`config.mk`:
```
export PLATFORM = sky130hd
export DESIGN_NAME = fifo_uart_tx_flat
export DESIGN_NICKNAME = d
export VERILOG_FILES = /design/src/rtl/fifo_uart_tx_pkg.sv /design/src/rtl/fifo_uart_tx_if.sv /design/src/rtl/fifo_uart_tx_baud.sv /design/src/rtl/fifo_uart_tx.sv /design/src/flat_wrapper.sv
export SDC_FILE = /design/constraint.sdc
export NUM_CORES = 1
export LEC_CHECK = 0
export BUFFER_PORTS_ARGS = -buffer_cell sky130_fd_sc_hd__buf_2
export CORE_ASPECT_RATIO = 1.25
export CORE_MARGIN = 2
export CORE_UTILIZATION = 47
export CTS_CLUSTER_SIZE = 16
export DETAILED_ROUTE_END_ITERATION = 6
export GPL_TIMING_DRIVEN = 0
export PLACE_DENSITY = 0.76
export SLEW_MARGIN = 10
export SYNTH_ARGS = -nofsm -noshare
export SYNTH_HDL_FRONTEND = slang
export SYNTH_SLANG_ARGS = --single-unit
```
`constraint.sdc`:
```
create_clock -name clk -period 2.13 [get_ports clk]
set_input_delay 0.1065 -clock clk [delete_from_list [all_inputs] [get_ports clk]]
set_output_delay 0.1065 -clock clk [all_outputs]
set_load 0.03 [all_outputs]
```
`src/rtl/fifo_uart_tx_pkg.sv`:
```
// Shared definitions for the FIFO-fed UART transmitter: state encodings and parity modes.
package fifo_uart_tx_pkg;

  localparam logic [2:0] ST_IDLE   = 3'd0;
  localparam logic [2:0] ST_FETCH  = 3'd1;
  localparam logic [2:0] ST_LOAD   = 3'd2;
  localparam logic [2:0] ST_START  = 3'd3;
  localparam logic [2:0] ST_DATA   = 3'd4;
  localparam logic [2:0] ST_PARITY = 3'd5;
  localparam logic [2:0] ST_STOP   = 3'd6;

  localparam int PARITY_NONE = 0;
  localparam int PARITY_EVEN = 1;
  localparam int PARITY_ODD  = 2;

  typedef enum logic [2:0] {
    IDLE   = ST_IDLE,
    FETCH  = ST_FETCH,
    LOAD   = ST_LOAD,
    START  = ST_START,
    DATA   = ST_DATA,
    PARITY = ST_PARITY,
    STOP   = ST_STOP
  } state_t;

endpackage

```
`src/rtl/fifo_uart_tx_if.sv`:
```
// FIFO read-port bundle between the synchronous FIFO and the UART transmitter.
// Handshake: the reader pulses fifoRead for one cycle only while fifoEmpty is low;
// fifoData then holds the popped word from the following cycle on.
interface fifo_uart_tx_if #(
  parameter int DATA_WIDTH = 8
) ();

  logic                  fifoEmpty;
  logic [DATA_WIDTH-1:0] fifoData;
  logic                  fifoRead;

  modport master (
    output fifoRead,
    input  fifoEmpty,
    input  fifoData
  );

  modport slave (
    input  fifoRead,
    output fifoEmpty,
    output fifoData
  );

endinterface

```
`src/rtl/fifo_uart_tx_baud.sv`:
```
// Bit-time generator: counts 0..CLKS_PER_BIT-1 and flags the terminal count.
module baud_counter #(
  parameter int CLKS_PER_BIT = 16
) (
  input  logic clk,
  input  logic reset,
  input  logic clear,
  output logic bitDone
);

  localparam int CW = $clog2(CLKS_PER_BIT);
  localparam logic [CW-1:0] TERM = CW'(CLKS_PER_BIT - 1);

  logic [CW-1:0] count;

  always_ff @(posedge clk) begin
    if (reset || clear || count == TERM) begin
      count <= '0;
    end else begin
      count <= count + 1'b1;
    end
  end

  assign bitDone = (count == TERM);

endmodule

```
`src/rtl/fifo_uart_tx.sv`:
```
// Drains the FIFO read port one word at a time and shifts each word out as a UART frame
// (start, data LSB first, optional parity, 1 or 2 stop bits).
module fifo_uart_tx
  import fifo_uart_tx_pkg::*;
#(
  parameter int DATA_WIDTH   = 8,
  parameter int CLKS_PER_BIT = 16,
  parameter int PARITY_MODE  = 0,
  parameter int STOP_BITS    = 1
) (
  input  logic                clk,
  input  logic                reset,
  input  logic                enable,
  fifo_uart_tx_if.master      fifo,
  output logic                tx,
  output logic                busy,
  output logic [15:0]         framesSent,
  output logic [2:0]          debugState
);

  localparam int BW = $clog2(DATA_WIDTH) + 1;
  localparam logic [BW-1:0] LAST_BIT  = BW'(DATA_WIDTH - 1);
  localparam logic [BW-1:0] LAST_STOP = BW'(STOP_BITS - 1);
  localparam logic          ODD_FLIP  = (PARITY_MODE == PARITY_ODD);

  state_t                state;
  logic [DATA_WIDTH-1:0] shiftReg;
  logic                  parityBit;
  logic [BW-1:0]         bitCnt;
  logic                  bitDone;
  logic                  baudClear;
  logic                  canFetch;

  assign canFetch = enable && !fifo.fifoEmpty;

  // Bit-timed states only leave on the terminal count, where the counter wraps to zero
  // anyway, so clearing it in the untimed states is enough to restart it on every change.
  assign baudClear = (state == IDLE) || (state == FETCH) || (state == LOAD);

  baud_counter #(
    .CLKS_PER_BIT(CLKS_PER_BIT)
  ) u_baud (
    .clk    (clk),
    .reset  (reset),
    .clear  (baudClear),
    .bitDone(bitDone)
  );

  // tx is loaded with the value belonging to the state being entered, so the line
  // changes in the first cycle of that state.
  always_ff @(posedge clk) begin
    if (reset) begin
      state      <= IDLE;
      tx         <= 1'b1;
      framesSent <= '0;
      bitCnt     <= '0;
      shiftReg   <= '0;
      parityBit  <= 1'b0;
    end else begin
      case (state)
        IDLE: begin
          tx <= 1'b1;
          if (canFetch) state <= FETCH;
        end
        FETCH: begin
          state <= LOAD;
        end
        LOAD: begin
          shiftReg  <= fifo.fifoData;
          parityBit <= (^fifo.fifoData) ^ ODD_FLIP;
          bitCnt    <= '0;
          tx        <= 1'b0;
          state     <= START;
        end
        START: begin
          if (bitDone) begin
            tx    <= shiftReg[0];
            state <= DATA;
          end
        end
        DATA: begin
          if (bitDone) begin
            if (bitCnt == LAST_BIT) begin
              bitCnt <= '0;
              if (PARITY_MODE != PARITY_NONE) begin
                tx    <= parityBit;
                state <= PARITY;
              end else begin
                tx    <= 1'b1;
                state <= STOP;
              end
            end else begin
              bitCnt   <= bitCnt + 1'b1;
              shiftReg <= shiftReg >> 1;
              tx       <= shiftReg[1];
            end
          end
        end
        PARITY: begin
          if (bitDone) begin
            bitCnt <= '0;
            tx     <= 1'b1;
            state  <= STOP;
          end
        end
        STOP: begin
          if (bitDone) begin
            if (bitCnt == LAST_STOP) begin
              bitCnt     <= '0;
              framesSent <= framesSent + 16'd1;
              state      <= canFetch ? FETCH : IDLE;
            end else begin
              bitCnt <= bitCnt + 1'b1;
            end
          end
        end
        default: begin
          tx    <= 1'b1;
          state <= IDLE;
        end
      endcase
    end
  end

  assign fifo.fifoRead = (state == FETCH);
  assign busy          = (state != IDLE);
  assign debugState    = state;

endmodule

```
`src/flat_wrapper.sv`:
```
// flat-port wrapper written by rule: the top's interface ports become plain ports
module fifo_uart_tx_flat import fifo_uart_tx_pkg::*;
#(
  parameter int DATA_WIDTH   = 8,
  parameter int CLKS_PER_BIT = 16,
  parameter int PARITY_MODE  = 0,
  parameter int STOP_BITS    = 1
)
  (clk, reset, enable, tx, busy, framesSent, debugState, fifo_fifoRead, fifo_fifoEmpty, fifo_fifoData);
  fifo_uart_tx_if #(.DATA_WIDTH(DATA_WIDTH)) fifo_i ();
  input  logic clk;
  input  logic reset;
  input  logic enable;
  output logic tx;
  output logic busy;
  output logic [15:0] framesSent;
  output logic [2:0] debugState;
  output wire logic [$bits(fifo_i.fifoRead)-1:0] fifo_fifoRead;
  input wire logic [$bits(fifo_i.fifoEmpty)-1:0] fifo_fifoEmpty;
  input wire logic [$bits(fifo_i.fifoData)-1:0] fifo_fifoData;
  assign fifo_fifoRead = fifo_i.fifoRead;
  assign fifo_i.fifoEmpty = fifo_fifoEmpty;
  assign fifo_i.fifoData = fifo_fifoData;
  fifo_uart_tx #(.DATA_WIDTH(DATA_WIDTH), .CLKS_PER_BIT(CLKS_PER_BIT), .PARITY_MODE(PARITY_MODE), .STOP_BITS(STOP_BITS)) u_core (.clk(clk), .reset(reset), .enable(enable), .fifo(fifo_i), .tx(tx), .busy(busy), .framesSent(framesSent), .debugState(debugState));
endmodule
```
# Word-level counts from Yosys, hierarchy flattened
# Index checks and enable logic that the tools add are counted.
# word_totals
reg_bits	36
latchBits	0
ram_bits	0
rom_bits	0
output_inout_bits	22
n_memories	0
# classes
addsub	3
n_mul	0
div_mod_pow	0
magnitude_cmp	0
eq_ne	16
shifts	0
mux	23
bitwise_logic	1
reduce_logical	17
# op_table
op	count
$mux W3	7
$pmux W3 S7	1
$mux W4	5
$add A16 B1 Y16 const B	1
$mux W8	2
$pmux W4 S4	1
$pmux W8 S2	1
$ne A2 B1 Y1 const B	7
$eq A3 B3 Y1 const B	3
$add A4 B1 Y4 const B	2
$reduce_and A4 Y1	2
$reduce_and A7 Y1	1
$eq A3 B2 Y1 const B	2
$reduce_and A3 Y1	2
$mux W1	5
$pmux W1 S5	1
$eq A4 B3 Y1 const B	1
$eq A4 B4 Y1 const B	1
$logic_not A4 Y1	1
$logic_or A1 B1 Y1	4
$reduce_bool A4 Y1	1
$eq A3 B1 Y1 const B	1
$logic_not A3 Y1	1
$reduce_bool A3 Y1	1
other kinds (6)	6

# Depth between registers and ports, before layout
# Gate-level depths: netlist (run 1).
# logic_depth
depth_word	6
ltp_mapped	7

# By module
# From an unflattened synthesis (run 1), not the netlist that was laid out.
# unflattened
cells_unflattened	220
hier_area_um2	1858.0
# by_module_without_submodules
module	instances	cells_per_inst	area_each_um2
fifo_uart_tx	1	204	1700.4
baud_counter	1	16	157.7

# Worst setup path after synthesis (run 1)
# No wires, ideal clock.
# synth_path
path_kind	flip-flop to flip-flop
startpoint	reg u_core.bitCnt[0]
endpoint	reg u_core.framesSent[14]
setup_ns	0.121
arrival_time_ns	2.058
setup_slack_ns	-0.049
path_stages_with_launch	8
n_path_buf	1
period_less_slack_ns	2.179
path_cell_list	dfxtp_1 inv_1 ha_1 or3b_4 or4_1 clkbuf_2 nor3_1 mux2_2
# synth_between
elab_chain_len	2
# synth_rtl
item	line	text
start, declared	fifo_uart_tx.sv:29	logic [BW-1:0] bitCnt;
start signal, assigned	fifo_uart_tx.sv:93	bitCnt <= bitCnt + 1'b1;
start signal, assigned	fifo_uart_tx.sv:113	bitCnt <= bitCnt + 1'b1;
$logic_not A4 Y1	fifo_uart_tx.sv:108	if (bitCnt == LAST_STOP) begin
$reduce_and A3 Y1 (no source line)	n/a	
end signal, assigned	fifo_uart_tx.sv:110	framesSent <= framesSent + 16'd1;
end, declared	fifo_uart_tx.sv:17	output logic [15:0] framesSent,
# No other way between the ends.
# A chain may end at the register's enable or synchronous reset.

# Worst setup path in the final report (run 1)
# Same ends and word-level chain as after synthesis.

==> results.py, run 1 <==
metrics = {
    "run_status": {
        "outcome": "complete, no violations",
    },
    "synth": {
        "synth_cells": 219,
        "ys.warnings.count": 0,
        "net_count_after_synthesis": 235,
        "ys_ff_latch": 36,
        "synth-seq-area-share": 0.386,
        "combined_area_of_all_synthesized_cells_mm2": 0.00187,
        "postSynth.topFlopCell": "dfxtp_1",
        "synth-edff-count": 0,
        "synth.avg_cell_area_um2": 8.52,
        "post_synth_num_cell_types": 52,
        "ys_async_sr_fraction": 0,
    },
    "place": {
        "globalplace.congestion": 0.854,
        "detailed_place_hpwl_um": 2880,
        "dpl-instance-area_mm2": 0.00211,
        "dp_cells": 305,
        "placement.io_buffers": 32,
    },
    "power_and_ir_drop": {
        "max-vdd-ir-drop_uv": 423,
        "leakagePower_nw": 0.855,
        "report.power.total_mw": 1.35,
        "p_per_area_mw_per_mm2": 590,
    },
    "worst_setup_path": {
        "worstRegToRegCells": 7,
        "timing_worst_setup_path_type": "reg -> reg",
        "critical_path.max_stage_delay_ns": 0.45,
        "critPathRequiredTime_ns": 2.31,
        "worstPathArrival_ns": 2.28,
        "endpoint_of_the_worst_slack_reg_to_reg_timing_path": "u_core.framesSent[14]$_SDFFE_PP0P_",
        "critical_path_peak_fanout": 5,
        "cp_cell_sequence": "inv_2 -> ha_4 -> or3b_4 -> or4_4 -> buf_8 -> nor3_4 -> mux2_4",
        "slowest_stage": "or4_4",
        "worst_setup_path_end_kind": "flop",
        "regToRegSetupSlack_ns": 0.03,
        "reg_to_reg_startpoint": "u_core.bitCnt[0]$_SDFFE_PP0P_",
        "crit_path_start_kind": "flop",
    },
    "cts": {
        "clock_h_tree_levels": 2,
        "clkSinkCount": 36,
        "clkSlewWorstSetupHoldPaths_ns": 0.06,
        "numCtsBuffers": 5,
        "clock_latency_of_the_later_clocked_register_in_the_worst_skew_pair_ns": 0.29,
        "cts_root_buf": "clkbuf_8",
        "clock_tree_from_tritoncts": "yes",
        "cts_max_path_buffers": 2,
    },
    "floorplanning": {
        "fp-row-count": 25,
        "floorplan.core_area_mm2": 0.00378,
        "ios": 34,
        "dieHeight_um": 74.4,
        "die-area_mm2": 0.00449,
        "initial_utilization": 0.493,
        "width_of_the_die_um": 60.4,
    },
    "route": {
        "drtIter0Drc": 72,
        "dr_total_vias": 1751,
        "drt-pass1-iter-count": 4,
        "route.final.wire_length_um": 4200,
        "detail_route.vias_per_cell": 5.54,
        "residual_drc_count": 0,
        "antenna_left": 0,
        "post_drt_wl_per_cell_um": 13.3,
    },
    "global_routing": {
        "grt_start_max_net_pins": 11,
        "gr-total-overflow": 0,
        "antenna_found_initial": 0,
        "wire_length_of_the_first_global_routing_pass_um": 6720,
        "grt_use_total": 0.199,
        "first_global_vias": 1529,
    },
    "final_layout": {
        "antenna_diode_instance_count": 0,
        "non_filler_instance_count_after_layout": 316,
        "area_delta_synth_final_pct": 22.3,
        "drive_above_1_share": 0.267,
        "final_net_count": 278,
        "finalInstanceArea_mm2": 0.00228,
        "finished_core_util": 0.603,
    },
    "timing": {
        "timing.fmax_mhz": 476,
        "final.min_clock_period_ns": 2.10,
        "drv_slew": 0,
        "worst_hold_slack_ns": 0.137,
        "timing_hold_violations_final": 0,
        "setup_repair_after_global_routing_missed_its_margin": "yes",
        "timing.clock.skew_ns": 0.00581,
        "timing_worst_slew_pin_value_ns": 0.545,
        "timing.max_slew.rel_slack": 0.636,
        "setup_viol_count_final": 0,
        "fin_crit_sh": 0.986,
    },
    "worst_hold_path": {
        "hold_path_depth": 3,
        "hold_start": "enable",
        "min_delay_worst_endpoint": "u_core.debugState[2]$_SDFFE_PP0P_",
        "holdCritPathClass": "in -> reg",
    },
    "flow_run": {
        "drv.max_cap_violation_count": 0,
    },
}
-- kinds of logic (layout without fill, tap and decap cells) --
logic type / count (synthesis) / in the layout / synth area share
AND/OR/NAND/NOR: 85 / 85 / 0.244
AO/OA/AOI/OAI: 47 / 47 / 0.170
flip-flops: 36 / 36 / 0.386
buffers and inverters: 25 / 68 / 0.0557
multiplexers: 14 / 14 / 0.0785
XOR/XNOR: 7 / 7 / 0.0329
adder cells (fa/ha/maj): 5 / 5 / 0.0322
-- cells in the final DEF, fill, tap and decap left out, types with 3 or more instances in the layout --
| cell type | synthesis | routed |
|---|---|---|
| clkbuf_8 | 0 | 5 |
| nand4_1 | 3 | 3 |
| buf_4 | 0 | 3 |
| or3_1 | 7 | 7 |
| dfxtp_1 | 36 | 34 |
| o21ai_0 | 9 | 9 |
| nor2b_1 | 3 | 3 |
| a21oi_1 | 9 | 9 |
| mux2_2 | 5 | 4 |
| nand3_1 | 8 | 7 |
| clkbuf_1 | 8 | 7 |
| xnor2_1 | 5 | 5 |
| nor2_1 | 27 | 27 |
| buf_2 | 1 | 33 |
| a211oi_1 | 12 | 12 |
| nand3b_1 | 3 | 3 |
| nor3_1 | 7 | 4 |
| mux2i_1 | 9 | 9 |
| nand2_1 | 9 | 9 |
| inv_1 | 13 | 11 |
-- metrics by stage --
stage | setup slack, ns | setup TNS [ns]
after floorplan | 0.0439 | 0
after global placement | -0.0875 | -0.287
after detailed placement | -0.0968 | -0.567
after CTS | -0.0180 | -0.0180
after global routing | -0.0314 | -0.0314
final | 0.0304 | 0
-- worst max path at each step --
| stage | slack, ns | depth (start not counted) | endpoint | startpoint |
|---|---|---|---|---|
| after floorplan | 0.04 | 6 | u_core.framesSent[15]$_SDFFE_PP0P_ | u_core.bitCnt[0]$_SDFFE_PP0P_ |
| after global placement | -0.09 | 6 | u_core.framesSent[15]$_SDFFE_PP0P_ | u_core.bitCnt[0]$_SDFFE_PP0P_ |
| after detailed placement | -0.1 | 7 | u_core.framesSent[13]$_SDFFE_PP0P_ | u_core.bitCnt[0]$_SDFFE_PP0P_ |
| after CTS | -0.02 | 7 | u_core.framesSent[14]$_SDFFE_PP0P_ | u_core.bitCnt[0]$_SDFFE_PP0P_ |
| after global routing | -0.03 | 7 | u_core.framesSent[14]$_SDFFE_PP0P_ | u_core.bitCnt[0]$_SDFFE_PP0P_ |
| final | 0.03 | 7 | u_core.framesSent[14]$_SDFFE_PP0P_ | u_core.bitCnt[0]$_SDFFE_PP0P_ |
-- what timing repair did --
| action | CTS | global route |
|---|---|---|
| hold buffers | 0 | 0 |
| resized for setup | 11 | 12 |
| pin swaps | 1 | 0 |
| endpoints found under the setup margin | 10 | 17 |
| setup buffers | 2 | 1 |
| cloned | 1 | 0 |
-- metal layers --
metal,routed length (um),track usage
met5,0,0
met4,96,0.0741
met3,190,0.0522
met2,2120,0.349
met1,1790,0.228
-- synthesized netlist by cell type, types with 2 or more instances --
cell | n | area [um^2]
dfxtp_1 | 36 | 721
nor2_1 | 27 | 101
inv_1 | 13 | 48.8
a211oi_1 | 12 | 90.1
a21oi_1 | 9 | 45.0
mux2i_1 | 9 | 90.1
nand2_1 | 9 | 33.8
o21ai_0 | 9 | 45.0
clkbuf_1 | 8 | 30.0
nand3_1 | 8 | 40.0
nor3_1 | 7 | 35.0
or3_1 | 7 | 43.8
mux2_2 | 5 | 56.3
xnor2_1 | 5 | 43.8
ha_1 | 4 | 50.1
nand3b_1 | 3 | 22.5
nand4_1 | 3 | 18.8
nor2b_1 | 3 | 18.8
a31oi_1 | 2 | 12.5
and3b_1 | 2 | 17.5
and4_1 | 2 | 17.5
nand2b_1 | 2 | 12.5
nor3b_1 | 2 | 15.0
o211ai_1 | 2 | 15.0
o21a_1 | 2 | 15.0
xor2_1 | 2 | 17.5
-- power breakdown --
group          internal [mW]  total (mW)  switching [mW]  leakage, nW
Sequential             0.697       0.712          0.0149        0.292
Clock                  0.222       0.452           0.230       0.0410
Combinational         0.0719       0.183           0.111        0.522
Total                  0.991        1.35           0.356        0.855
-- flip-flops by register name (all words and copies together) (netlist names) --
register,count
u_core.framesSent,16
u_core.shiftReg,8
u_core.bitCnt,4
u_core.u_baud.count,4
u_core.debugState,3
u_core.tx,1
-- critical path, delay by kind of cell (launching register included) --
family	cells	cell delay (ns)
AND/OR/NAND/NOR	3	1.02
multiplexers	1	0.31
buffers and inverters	2	0.21
adder cells (fa/ha/maj)	1	0.12
flip-flops	1	0.32
-- final cells by class --
cell class,count,area [um^2]
multi-input cells,158,1110
clock buffers,6,72.6
well taps,54,67.6
repair buffers,36,190
plain buffers,12,67.6
fillers,345,1500
clock inverters,1,5.00
inverters,13,48.8
flip-flops and latches,36,723
Note: power is estimated with default switching activity, not from simulation.
==> run 2: changes to the inputs <==
--- a/config.mk
+++ b/config.mk
@@ -5,6 +5,7 @@
 export SDC_FILE = /design/constraint.sdc
 export NUM_CORES = 1
 export LEC_CHECK = 0
+export ABC_AREA = 1
 export BUFFER_PORTS_ARGS = -buffer_cell sky130_fd_sc_hd__buf_2
 export CORE_ASPECT_RATIO = 1.25
 export CORE_MARGIN = 2
==> run 2 against run 1 <==
Effect of this change:
- sequential share of layout area up 0.21 points
- final cell count rose by 22%
- clock power grew 6.2%
- combinational power rose to 5.5 times the previous value
- synthesized cell count is 32% higher
- global-route usage grew 0.71 points
- setup slack improved by 0.48 ns
- via count rose by 9.1%
- routed wire length down 2.9%
- register-to-register slack improved by 0.48 ns
- sequential cell count stayed put
- power grew 71%
- critical path type unchanged
- critical endpoint is now u_core.framesSent[10]$_SDFFE_PP0P_
- largest cell class unchanged
- highest routed layer unchanged
==> results.py, run 2 <==
metrics = {
    "synth": {
        "synth_cells": 289,
        "net_count_after_synthesis": 305,
        "synth-seq-area-share": 0.371,
        "synth_simple_gate_area_share": 0.344,
        "synth_top_cells_by_area": "dfxtp_1 37%, nand2_1 15%, inv_1 7.0%",
        "ys_async_sr_fraction": 0,
        "synth-edff-count": 0,
        "yosys.cell_count.top_type": "nand2_1",
        "post_synth_mux_area_share": 0,
        "synth.avg_cell_area_um2": 6.71,
        "synth-compound-area-share": 0.123,
        "main_combinational_cell_family_by_area_after_synthesis": "simple AND/OR/NAND/NOR gates",
        "combined_area_of_all_synthesized_cells_mm2": 0.00194,
        "synth-xor-area-share": 0.0316,
        "synth_adder_area_share": 0.0258,
        "post_synth_num_cell_types": 27,
        "ys_ff_latch": 36,
        "ys.warnings.count": 0,
        "postSynth.topFlopCell": "dfxtp_1",
        "synth.top_cell.area_share": 0.371,
        "post_synth_most_frequent_cells": "75 x nand2_1, 36 x dfxtp_1, 36 x inv_1, 35 x nor2_1, 24 x o21ai_0",
        "synth_top_cell_by_area": "dfxtp_1",
    },
    "worst_hold_path": {
        "holdCritPathClass": "in -> reg",
    },
    "cts": {
        "cts.repair.resized": 0,
        "cts_max_path_buffers": 2,
        "clkSinkCount": 36,
        "cts_setup_buffers": 0,
        "cts_root_buf": "clkbuf_8",
        "ctsHoldBuffers": 0,
        "clock_latency_of_the_later_clocked_register_in_the_worst_skew_pair_ns": 0.29,
        "clock_tree_from_tritoncts": "yes",
        "clkSlewWorstSetupHoldPaths_ns": 0.08,
        "numCtsBuffers": 5,
        "clock_h_tree_levels": 2,
    },
    "timing": {
        "drv_slew": 0,
        "timing.fmax_mhz": 619,
        "fin_setup_tns_ns": 0,
        "setup_viol_count_final": 0,
        "final.min_clock_period_ns": 1.62,
        "fin_crit_sh": 0.758,
        "timing.clock.skew_ns": 0.00457,
        "setup_repair_after_global_routing_missed_its_margin": "no",
        "timing_worst_slew_pin_value_ns": 0.487,
        "timing_hold_violations_final": 0,
        "timing.max_slew.rel_slack": 0.675,
    },
    "worst_setup_path": {
        "critPathRequiredTime_ns": 2.31,
        "worst_setup_path_end_kind": "flop",
        "crit_path_start_kind": "flop",
        "timing_worst_setup_path_type": "reg -> reg",
        "worstPathArrival_ns": 1.80,
        "critical_path_peak_fanout": 4,
    },
    "power_and_ir_drop": {
        "leakagePower_nw": 1.02,
        "max-vdd-ir-drop_uv": 918,
        "p_per_area_mw_per_mm2": 1020,
    },
    "global_routing": {
        "antenna_found_initial": 0,
        "gr-total-overflow": 0,
        "first_global_vias": 1800,
        "wire_length_of_the_first_global_routing_pass_um": 7310,
        "grt_use_total": 0.206,
        "grt_start_max_net_pins": 13,
    },
    "route": {
        "met1_length_um": 1760,
        "route.final.wire_length_um": 4080,
        "routed-wl-met2_um": 2070,
        "drt-pass1-iter-count": 4,
        "drtIter0Drc": 109,
        "met3_wirelength_um": 154,
        "antenna_left": 0,
        "post_drt_wl_per_cell_um": 10.6,
        "dr_total_vias": 1910,
        "residual_drc_count": 0,
        "detail_route.vias_per_cell": 4.96,
        "top_layer_used": "met4",
    },
    "final_layout": {
        "mostFrequentLayoutCells": "75 x nand2_1, 36 x inv_1, 36 x dfxtp_1",
        "drive_above_1_share": 0.182,
        "registers.top_by_ff_count": "u_core.framesSent",
        "largest_reg_flops": 16,
        "n_fill_cell": 427,
        "finished_core_util": 0.560,
        "largest_registers": "u_core.framesSent x16, u_core.shiftReg x8",
        "area_delta_synth_final_pct": 16.4,
        "final_net_count": 344,
        "layout.cells.most_common": "nand2_1",
        "antenna_diode_instance_count": 0,
    },
    "floorplanning": {
        "die-area_mm2": 0.00466,
        "floorplan.core_area_mm2": 0.00403,
        "fp-row-count": 26,
        "dieHeight_um": 75.8,
        "initial_utilization": 0.481,
        "width_of_the_die_um": 61.5,
        "ios": 34,
    },
    "flow_run": {
        "drv.max_cap_violation_count": 0,
    },
    "run_status": {
        "outcome": "complete, no violations",
    },
    "place": {
        "placement.io_buffers": 32,
        "globalplace.congestion": 0.880,
        "detailed_place_hpwl_um": 3070,
    },
}
[run 2: cell types whose count changed in the layout (fill, tap and decap cells not counted), moves of 7 or more]
cell	before	now
a211oi_1	12	0
a21oi_1	9	17
nor2_1	27	35
inv_1	11	36
o21ai_0	9	24
mux2i_1	9	0
or3_1	7	0
nand2_1	9	75
nand3_1	7	18
[run 2: area by class of cell]
class                           count  area, um^2  area share
Inverter                           39         146      0.0648
Tap cell                           56        70.1      0.0310
Clock buffer                        5        68.8      0.0305
Multi-Input combinational cell    206        1020       0.450
Sequential cell                    36         721       0.319
Buffer                              8        57.6      0.0255
Timing Repair Buffer               32         160      0.0709
Clock inverter                      3        18.8     0.00831
[run 2: report_power, final]
part,switching [mW],internal [mW],total (mW)
logic,0.663,0.340,1.00
clock network,0.252,0.228,0.480
registers,0.0602,0.762,0.822
total,0.975,1.33,2.30
[run 2: per-stage QoR]
stage | instance area [um^2] | hold WS (ns) | setup slack [ns] | total power, mW | instances
2_1_floorplan | 1940 | 0.271 | 0.502 | 1.62 | 289
3_3_place_gp | 2170 | 0.411 | 0.554 | 1.82 | 377
3_5_place_dp | 2170 | 0.410 | 0.502 | 1.84 | 377
4_1_cts | 2260 | 0.105 | 0.487 | 2.32 | 385
5_1_grt | 2260 | 0.131 | 0.314 | 2.52 | 385
6_report | 2260 | 0.105 | 0.515 | 2.30 | 385
[run 2: metal layers]
layer,vias up,track usage
met1,853,0.229
met4,0,0.0875
met5,-,0
met2,48,0.376
li1,997,-
met3,12,0.0374
[run 2: path summary, 6_finish.rpt]
kind                                        endpoint  cells past startpoint  slack, ns                              start
hold / removal       u_core.shiftReg[7]$_SDFFE_PP0P_                      3       0.10                   fifo_fifoData[7]
setup / recovery  u_core.framesSent[10]$_SDFFE_PP0P_                      8       0.51  u_core.framesSent[0]$_SDFFE_PP0P_
setup reg to reg  u_core.framesSent[10]$_SDFFE_PP0P_                      8       0.51  u_core.framesSent[0]$_SDFFE_PP0P_
hold reg to reg      u_core.shiftReg[3]$_SDFFE_PP0P_                      2       0.45    u_core.shiftReg[3]$_SDFFE_PP0P_
[run 2: critical path: stages, from the launching register on]
cell,delay [ns]
dfxtp_1,0.39
ha_1,0.22
nand3_1,0.09
nor2_1,0.23
nand2_1,0.14
nor2_4,0.15
nand2_1,0.07
o21ai_0,0.16
nor2_1,0.05
[run 2: logic make-up (layout without fill, tap and decap cells)]
kind of cell             Yosys count  count (layout)
AND/OR/NAND/NOR                  149             149
flip-flops                        36              36
AO/OA/AOI/OAI                     46              46
buffers and inverters             47              87
XOR/XNOR                           7               7
adder cells (fa/ha/maj)            4               4
